[src/rtl/seg7_glyph_decoder.sv]
// ---------------------------------------------------------------------------
// seg7_glyph_decoder
//
// Purpose:
//   Recovers the 4-bit letter index from a 7-segment bus. This is the inverse
//   of the letter-to-segment encoder. A pattern is decoded only after it has
//   been stable for STABLE_CYCLES consecutive samples. The decoded pattern is
//   classified as letter / blank / ambiguous / invalid and handed to the
//   consumer over a valid/ready handshake. The same stable pattern is never
//   emitted twice in a row.
//
// Parameters:
//   STABLE_CYCLES  consecutive identical samples required (1..255)
//   ACTIVE_LOW     1: seg_in is active-low (0 = lit); 0: seg_in is inverted
//                  before lookup
//
// Ports:
//   clk        in   system clock
//   rst_n      in   asynchronous active-low reset
//   seg_in     in   [6:0] segment bus, bit order g,f,e,d,c,b,a
//   out_ready  in   consumer ready
//   out_valid  out  result available
//   idx_out    out  [3:0] decoded letter index
//   blank_out  out  pattern is dash or all-off
//   amb_out    out  pattern maps to two indices (12/13)
//   err_out    out  pattern not in table
//   err_cnt    out  [7:0] count of transferred invalid results
//
// Optional feature (macro SEG7_ERRCNT_EN):
//   Defined   : err_cnt counts transfers with err_out=1, saturating at 255,
//               cleared only by reset.
//   Undefined : err_cnt is tied to 0 and no counter is built.
// ---------------------------------------------------------------------------
module seg7_glyph_decoder #(
  parameter int STABLE_CYCLES = 4,
  parameter bit ACTIVE_LOW    = 1'b1
) (
  input  logic       clk,
  input  logic       rst_n,
  input  logic [6:0] seg_in,
  input  logic       out_ready,
  output logic       out_valid,
  output logic [3:0] idx_out,
  output logic       blank_out,
  output logic       amb_out,
  output logic       err_out,
  output logic [7:0] err_cnt
);

  if (STABLE_CYCLES < 1 || STABLE_CYCLES > 255) begin : g_bad_stable_cycles
    $error("seg7_glyph_decoder: STABLE_CYCLES must be within 1..255");
  end

  localparam logic [7:0] STABLE_THRESH = 8'(STABLE_CYCLES - 1);
  localparam logic [6:0] SEG_DARK      = 7'b1111111;

  typedef struct packed {
    logic [3:0] idx;
    logic       blank;
    logic       amb;
    logic       err;
  } glyph_t;

  typedef enum logic {
    TRACK   = 1'b0,
    PRESENT = 1'b1
  } state_t;

  // Table lookup on an active-low pattern. Flags are mutually exclusive and
  // idx is 0 for anything that is not a letter.
  function automatic glyph_t decode_glyph(input logic [6:0] pat);
    glyph_t g;
    g = '{idx: 4'd0, blank: 1'b0, amb: 1'b0, err: 1'b0};
    case (pat)
      7'b0001000: g.idx = 4'd0;
      7'b0000000: g.idx = 4'd1;
      7'b1000110: g.idx = 4'd2;
      7'b0100001: g.idx = 4'd3;
      7'b0000110: g.idx = 4'd4;
      7'b0001110: g.idx = 4'd5;
      7'b0010000: g.idx = 4'd6;
      7'b0001001: g.idx = 4'd7;
      7'b1111001: g.idx = 4'd8;
      7'b1110001: g.idx = 4'd9;
      7'b1000111: g.idx = 4'd10;
      7'b1000000: g.idx = 4'd11;
      // Letters 12 and 13 render identically; report the lower index.
      7'b0001100: begin
        g.idx = 4'd12;
        g.amb = 1'b1;
      end
      7'b1000001: g.idx = 4'd14;
      7'b0010001: g.idx = 4'd15;
      7'b0111111,
      7'b1111111: g.blank = 1'b1;
      default:    g.err   = 1'b1;
    endcase
    return g;
  endfunction

  // Saturating 8-bit increment shared by the stability and error counters.
  function automatic logic [7:0] sat_inc8(input logic [7:0] v);
    return (v == 8'hFF) ? v : v + 8'd1;
  endfunction

  state_t     state;
  state_t     state_next;
  logic [6:0] seg_norm;
  logic [6:0] seg_q;
  logic [7:0] stab_cnt;
  logic [6:0] last_emitted;
  logic       same;
  logic       stable;
  logic       emit;
  logic       xfer;
  glyph_t     glyph;

  // Everything downstream works in the active-low domain of the table.
  assign seg_norm = ACTIVE_LOW ? seg_in : ~seg_in;

  assign same   = (seg_norm == seg_q);
  assign stable = same && (stab_cnt >= STABLE_THRESH);
  assign emit   = (state == TRACK) && stable && (seg_q != last_emitted);
  assign xfer   = (state == PRESENT) && out_valid && out_ready;
  assign glyph  = decode_glyph(seg_q);

  // ---- input sampling / stability tracking (runs in every state) ----
  always_ff @(posedge clk or negedge rst_n) begin
    if (!rst_n) begin
      seg_q    <= SEG_DARK;
      stab_cnt <= 8'd0;
    end else begin
      seg_q    <= seg_norm;
      stab_cnt <= same ? sat_inc8(stab_cnt) : 8'd0;
    end
  end

  // ---- control FSM: state register ----
  always_ff @(posedge clk or negedge rst_n) begin
    if (!rst_n) begin
      state <= TRACK;
    end else begin
      state <= state_next;
    end
  end

  // ---- control FSM: next state ----
  always_comb begin
    state_next = state;
    case (state)
      TRACK:   if (emit) state_next = PRESENT;
      PRESENT: if (xfer) state_next = TRACK;
      default: state_next = TRACK;
    endcase
  end

  // ---- result registers ----
  // last_emitted resets to the dark pattern so an unlit display is not
  // reported right after reset. Results are only latched when entering
  // PRESENT, so input changes while a result is pending leave it untouched.
  always_ff @(posedge clk or negedge rst_n) begin
    if (!rst_n) begin
      out_valid    <= 1'b0;
      idx_out      <= 4'd0;
      blank_out    <= 1'b0;
      amb_out      <= 1'b0;
      err_out      <= 1'b0;
      last_emitted <= SEG_DARK;
    end else if (emit) begin
      out_valid    <= 1'b1;
      idx_out      <= glyph.idx;
      blank_out    <= glyph.blank;
      amb_out      <= glyph.amb;
      err_out      <= glyph.err;
      last_emitted <= seg_q;
    end else if (xfer) begin
      out_valid    <= 1'b0;
    end
  end

`ifdef SEG7_ERRCNT_EN
  // ---- invalid-pattern counter ----
  logic [7:0] err_cnt_q;

  always_ff @(posedge clk or negedge rst_n) begin
    if (!rst_n) begin
      err_cnt_q <= 8'd0;
    end else if (xfer && err_out) begin
      err_cnt_q <= sat_inc8(err_cnt_q);
    end
  end

  assign err_cnt = err_cnt_q;
`else
  assign err_cnt = 8'd0;
`endif

endmodule

[config.mk]
export PLATFORM = sky130hd
export DESIGN_NAME = seg7_glyph_decoder
export DESIGN_NICKNAME = d
export VERILOG_FILES = /design/src/rtl/seg7_glyph_decoder.sv
export SDC_FILE = /design/constraint.sdc
export NUM_CORES = 1
export LEC_CHECK = 0
export BUFFER_PORTS_ARGS = -buffer_cell sky130_fd_sc_hd__buf_4
export CORE_MARGIN = 2
export CORE_UTILIZATION = 40
export DETAILED_ROUTE_END_ITERATION = 7
export GPL_TIMING_DRIVEN = 0
export PLACE_DENSITY = 0.71
export SETUP_SLACK_MARGIN = 0.4
export SYNTH_ARGS = -nofsm -noshare
export SYNTH_HDL_FRONTEND = slang
export SYNTH_SLANG_ARGS = --single-unit
[constraint.sdc]
create_clock -name clk -period 2.4 [get_ports clk]
set_input_delay 0.12 -clock clk [delete_from_list [all_inputs] [get_ports clk]]
set_output_delay 0.12 -clock clk [all_outputs]
set_load 0.005 [all_outputs]
---- Yosys cells after proc, flatten, opt, wreduce, memory -nomap -nowiden ----
Cells that the tools add are included.
word-level totals
  logic and storage cells ................. 52
  bits of input ports ..................... 10
  output and inout bits ................... 16
  flip-flop bits (word level) ............. 31
cells by class
  reductions and logical operators ........ 9
  order comparisons ....................... 1
  muxes and demuxes ....................... 11
  bitwise operators ....................... 1
  add/subtract/negate cells ............... 1
  equality and inequality tests ........... 20
operators by type and width
  kind                                                                                 count
  4-bit case mux with 14 select lines                                                  1
  7-bit equality test, second input constant                                           7
  7-bit by 4-bit equality test with 1-bit output, second input constant                4
  17-bit OR reduction                                                                  1
  8-bit 2-to-1 mux                                                                     2
  7-bit by 5-bit equality test with 1-bit output, second input constant                2
  7-bit by 6-bit equality test with 1-bit output, second input constant                2
  8-bit by 1-bit adder with 8-bit output, second input constant                        1
  8-bit equality test, second input constant                                           1
  8-bit by 2-bit greater-or-equal comparator with 1-bit output, second input constant  1
  7-bit by 3-bit equality test with 1-bit output, second input constant                1
  7-bit equality test                                                                  1
  7-bit logical NOT                                                                    1
  1-bit 2-to-1 mux                                                                     7
  7-bit inequality test                                                                1
  1-bit logical AND                                                                    5
  2-bit inequality test, second input constant                                         1
  1-bit case mux with 2 select lines                                                   1
  2-bit nonzero test                                                                   1
  2-bit OR reduction                                                                   1
  1-bit NOT                                                                            1

---- Logic depth before layout (Yosys ltp) ----
  word-level depth ........................ 6
  depth in mapped cells ................... 7

---- Worst setup path before layout ----
No wires, ideal clock.
  kind .................................... register -> register
  start ................................... register seg_q[6]
  end ..................................... register idx_out[0]
  buffers on the path ..................... 2
  path slack .............................. 0.110 ns
  required time ........................... 2.275 ns
  data arrival time ....................... 2.165 ns
  period minus slack after synthesis ...... 2.290 ns
  library setup time ...................... 0.125 ns
  cell stages (with the launch flop) ...... 7
  path through ............................ dfstp_2 clkbuf_1 xnor2_1 nand4_4 a2111oi_4 buf_6 mux2_4
on the way
  cells in the longest elaborated chain, start to end .. 4
  elaborated cells between the ends (all ways) .. 20
  those cells by class .................... eq/ne (15); mux (1); reduce/logical (4)
RTL lines
  what                                                                                         RTL line  text
  from (decl)                                                                                  109       logic [6:0] seg_q;
  from (signal assigned)                                                                       133       seg_q <= seg_norm;
  parallel branches: the longest is 4 deep, another holds 4-bit case mux with 14 select lines  n/a
  to (signal assigned)                                                                         171       idx_out <= glyph.idx;
  to (decl)                                                                                    43        output logic [3:0] idx_out,
Several ways; the timed one is not identified.
A chain may end at the register's enable or synchronous reset.

---- Worst setup path after layout ----
Ends and elaborated chain as after synthesis.

==> flow_summary.toml <==
[synth]
synth_flop_cell = "dfrtp_1"
syn_area_um2 = 1797
avgSynthCellArea_um2 = 10.96
yosys-top-cells-area = "dfrtp_1 24%, dfstp_2 20%, mux2_4 6.7%"
yosys_warnings = 0
syn_inst = 164
yosysTopAreaCell = "dfrtp_1"
synth_top_cell_area_share = 0.2368
async_flop_share = 1.000
synth_edf_count = 0
ys_seq_area_frac = 0.4415
synthDistinctLibCells = 44
synth_seq_cells = 31

[route]
drt-initial-drc-count = 53
drc = 0
drt_first_pass_iters = 4
vias = 1340
post_drt_wl_per_cell_um = 13.03
drt_wl_total_um = 3426
final_antenna_net_count = 0
viasPerCell = 5.095

[global_routing]
grt.total_usage = 0.1515
grt_pass1_wl_um = 5975
grt_overflow = 0
grt_max_degree = 32
grt_pass1_vias = 1253
grt_antenna_before_repair = 0

[clocking]
cts_tree = "done"
cts_buffer_depth = 2
clkSinkCount = 31
numCtsBuffers = 5
clock_latency_ns = 0.28
htree_levels = 2
cts_root_buf = "clkbuf_8"
clk_pin_slew_worst_paths_ns = 0.06

[timing]
holdWs_ns = 0.1369
final-hold-violation-count = 0
rsz0062_at_grt = "true"
finalSetupTns_ns = 0
max_freq_mhz = 475.0
skew_ns = 0.007715
setup_viol = 0
fin_crit_ns = 2.105
drv_slew = 0
finalCritPeriodShare = 0.8772

[finish]
drive_gt1_frac = 0.4123
antenna_cells = 0
fin_nets = 221
final_util = 0.5302
fillers = 377
syn_to_final_growth_pct = 28.48

[place]
dp_hpwl_um = 2329
gp_congestion = 0.8561
port_buffers = 17

[critical_path]
crit_slowest_cell = "dfstp_2"
worst-path-buf-inv = 2
crit_fanout = 9
critPathRequiredTime_ns = 2.56
rrSetupSlack_ns = 0.29
rr_startpoint = "seg_q[6]$_DFF_PN1_"
arrival_ns = 2.27
critical_path_class = "reg -> reg"
crit_chain = "clkbuf_2 > xor2_1 > nor4_2 > a2111oi_4 > buf_6 > mux2_4"
slowest_delay_ns = 0.51
critPathCaptureType = "flop"
cp-start-kind = "flop"
crit_start = "seg_q[6]$_DFF_PN1_"
crit_family = "flip-flops"

[power_and_ir_drop]
cellPowerDensity_nw_per_um2 = 459.8
p_sw_frac = 0.2511
p_leak_nw = 1.028
intPower_mw = 0.7949
p_sw_mw = 0.2665
p_seq_frac = 0.509
combinationalPowerShare = 0.126
p_clk_frac = 0.365
ir_worst_vdd_mv = 0.2438
p_total_mw = 1.061

[hold_path]
hold_path_startpoint = "out_ready"
min_path_type = "in -> reg"

[die]
io_pins = 26
chipWidth_um = 71.02
die_h_um = 71.02
design.die.area_um2 = 5044
placementRows = 24
initial_utilization = 0.4126
fp.coreArea_um2 = 4354

[job]
cap_viol_max_count = 0

[run_status]
outcome = "completed"
power by group through the flow:
stage	registers, mW	clock network [mW]	logic, mW
2_1_floorplan	0.548	0	0.0796
3_3_place_gp	0.549	0	0.117
3_5_place_dp	0.549	0	0.117
4_1_cts	0.540	0.397	0.131
5_1_grt	0.541	0.431	0.148
6_report	0.540	0.388	0.134
worst paths after layout:
check,endpoint,depth (start not counted)
worst max register to register,idx_out[0]$_DFFE_PN0P_,6
min in group asynchronous,amb_out$_DFFE_PN0P_,2
worst min-delay path,out_valid$_DFFE_PN0P_,3
worst max-delay path,idx_out[0]$_DFFE_PN0P_,6
worst min register to register,out_valid$_DFFE_PN0P_,1
max in group asynchronous,seg_q[6]$_DFF_PN1_,2
flip-flops by register name, summed over array words and instances, names as in the netlist, 4 cells and up:
signal / count
seg_q: 7
last_emitted: 7
idx_out: 4
stab_cnt: 8
worst min-delay path, stage by stage:
cell and delay [ns]:
buf_4 0.11, nand2_1 0.05, a21o_1 0.10
Yosys cell counts (2+ instances only):
| cell type | n |
|---|---|
| a21o_1 | 2 |
| xor2_1 | 8 |
| nor4_1 | 5 |
| or3_1 | 2 |
| dfrtp_1 | 17 |
| nand2_1 | 8 |
| buf_4 | 8 |
| o21ai_0 | 3 |
| nand4b_1 | 2 |
| o22ai_1 | 2 |
| dfstp_2 | 14 |
| mux2_2 | 6 |
| nand3_1 | 8 |
| nand4_1 | 2 |
| clkbuf_1 | 10 |
| mux2_4 | 8 |
| and3_1 | 3 |
| nor3_1 | 7 |
| nand2b_1 | 3 |
| xnor2_1 | 10 |
| mux2i_1 | 4 |
| nor2_1 | 10 |
repair_timing:
| action | CTS | global route |
|---|---|---|
| pin swaps | 4 | 1 |
| gates resized for setup | 9 | 16 |
| gates cloned | 1 | 0 |
| hold endpoints to repair | 24 | 0 |
| hold buffers | 8 | 0 |
| setup buffers | 4 | 2 |
| endpoints found under the setup margin | 16 | 16 |
layout by cell type, fill, tap and decap left out, types with 2 or more instances in the layout:
master,n
dlygate4sd3_1,8
nand4b_1,2
nand2_1,8
mux2_4,13
xor2_1,4
nor2_1,10
xor2_2,4
and3_1,3
conb_1,8
clkbuf_2,8
xnor2_1,10
nor4_1,4
nand4_1,2
or3_1,2
clkinv_2,3
buf_6,3
nor3_1,7
clkbuf_8,5
nand3_1,8
buf_4,30
a21o_1,2
dfrtp_1,17
mux2i_1,4
o21ai_0,3
o22ai_1,2
dfstp_2,14
nand2b_1,3
logic make-up after synthesis:
kind of cell             count (synthesis)  share of synthesized area
AO/OA/AOI/OAI                           19                    0.08984
flip-flops                              31                     0.4415
buffers and inverters                   19                    0.06059
XOR/XNOR                                18                    0.08774
adder cells (fa/ha/maj)                  1                   0.006963
multiplexers                            18                     0.1267
AND/OR/NAND/NOR                         57                     0.1846
other                                    1                   0.002087
layer usage:
layer	part of all wire	track usage	vias up	wire length (µm)
li1	-	-	659	-
met1	0.46	0.1975	636	1566
met5	0	0	-	0
met4	0.020	0.06289	0	70
met2	0.47	0.2368	37	1623
met3	0.048	0.04416	8	166
metrics by stage:
stage,cell area (µm²),std cells,setup slack (ns)
2_1_floorplan,1842,171,0.2464
3_3_place_gp,2034,240,-0.009418
3_5_place_dp,2034,240,-0.03060
4_1_cts,2260,261,0.2165
5_1_grt,2308,263,0.2151
6_report,2308,263,0.2948
cell type report:
type                       instances  area (µm²)  area share
sequential                        31       793.3      0.3436
clock buffer                       5       68.82     0.02981
tap                               52       65.06     0.02818
buffer                            19       122.6     0.05312
multi-input combinational        121       975.9      0.4228
timing repair buffer              32       267.8      0.1160
clock inverter                     3       15.01    0.006504
Note: power is estimated with default switching activity, not from simulation.
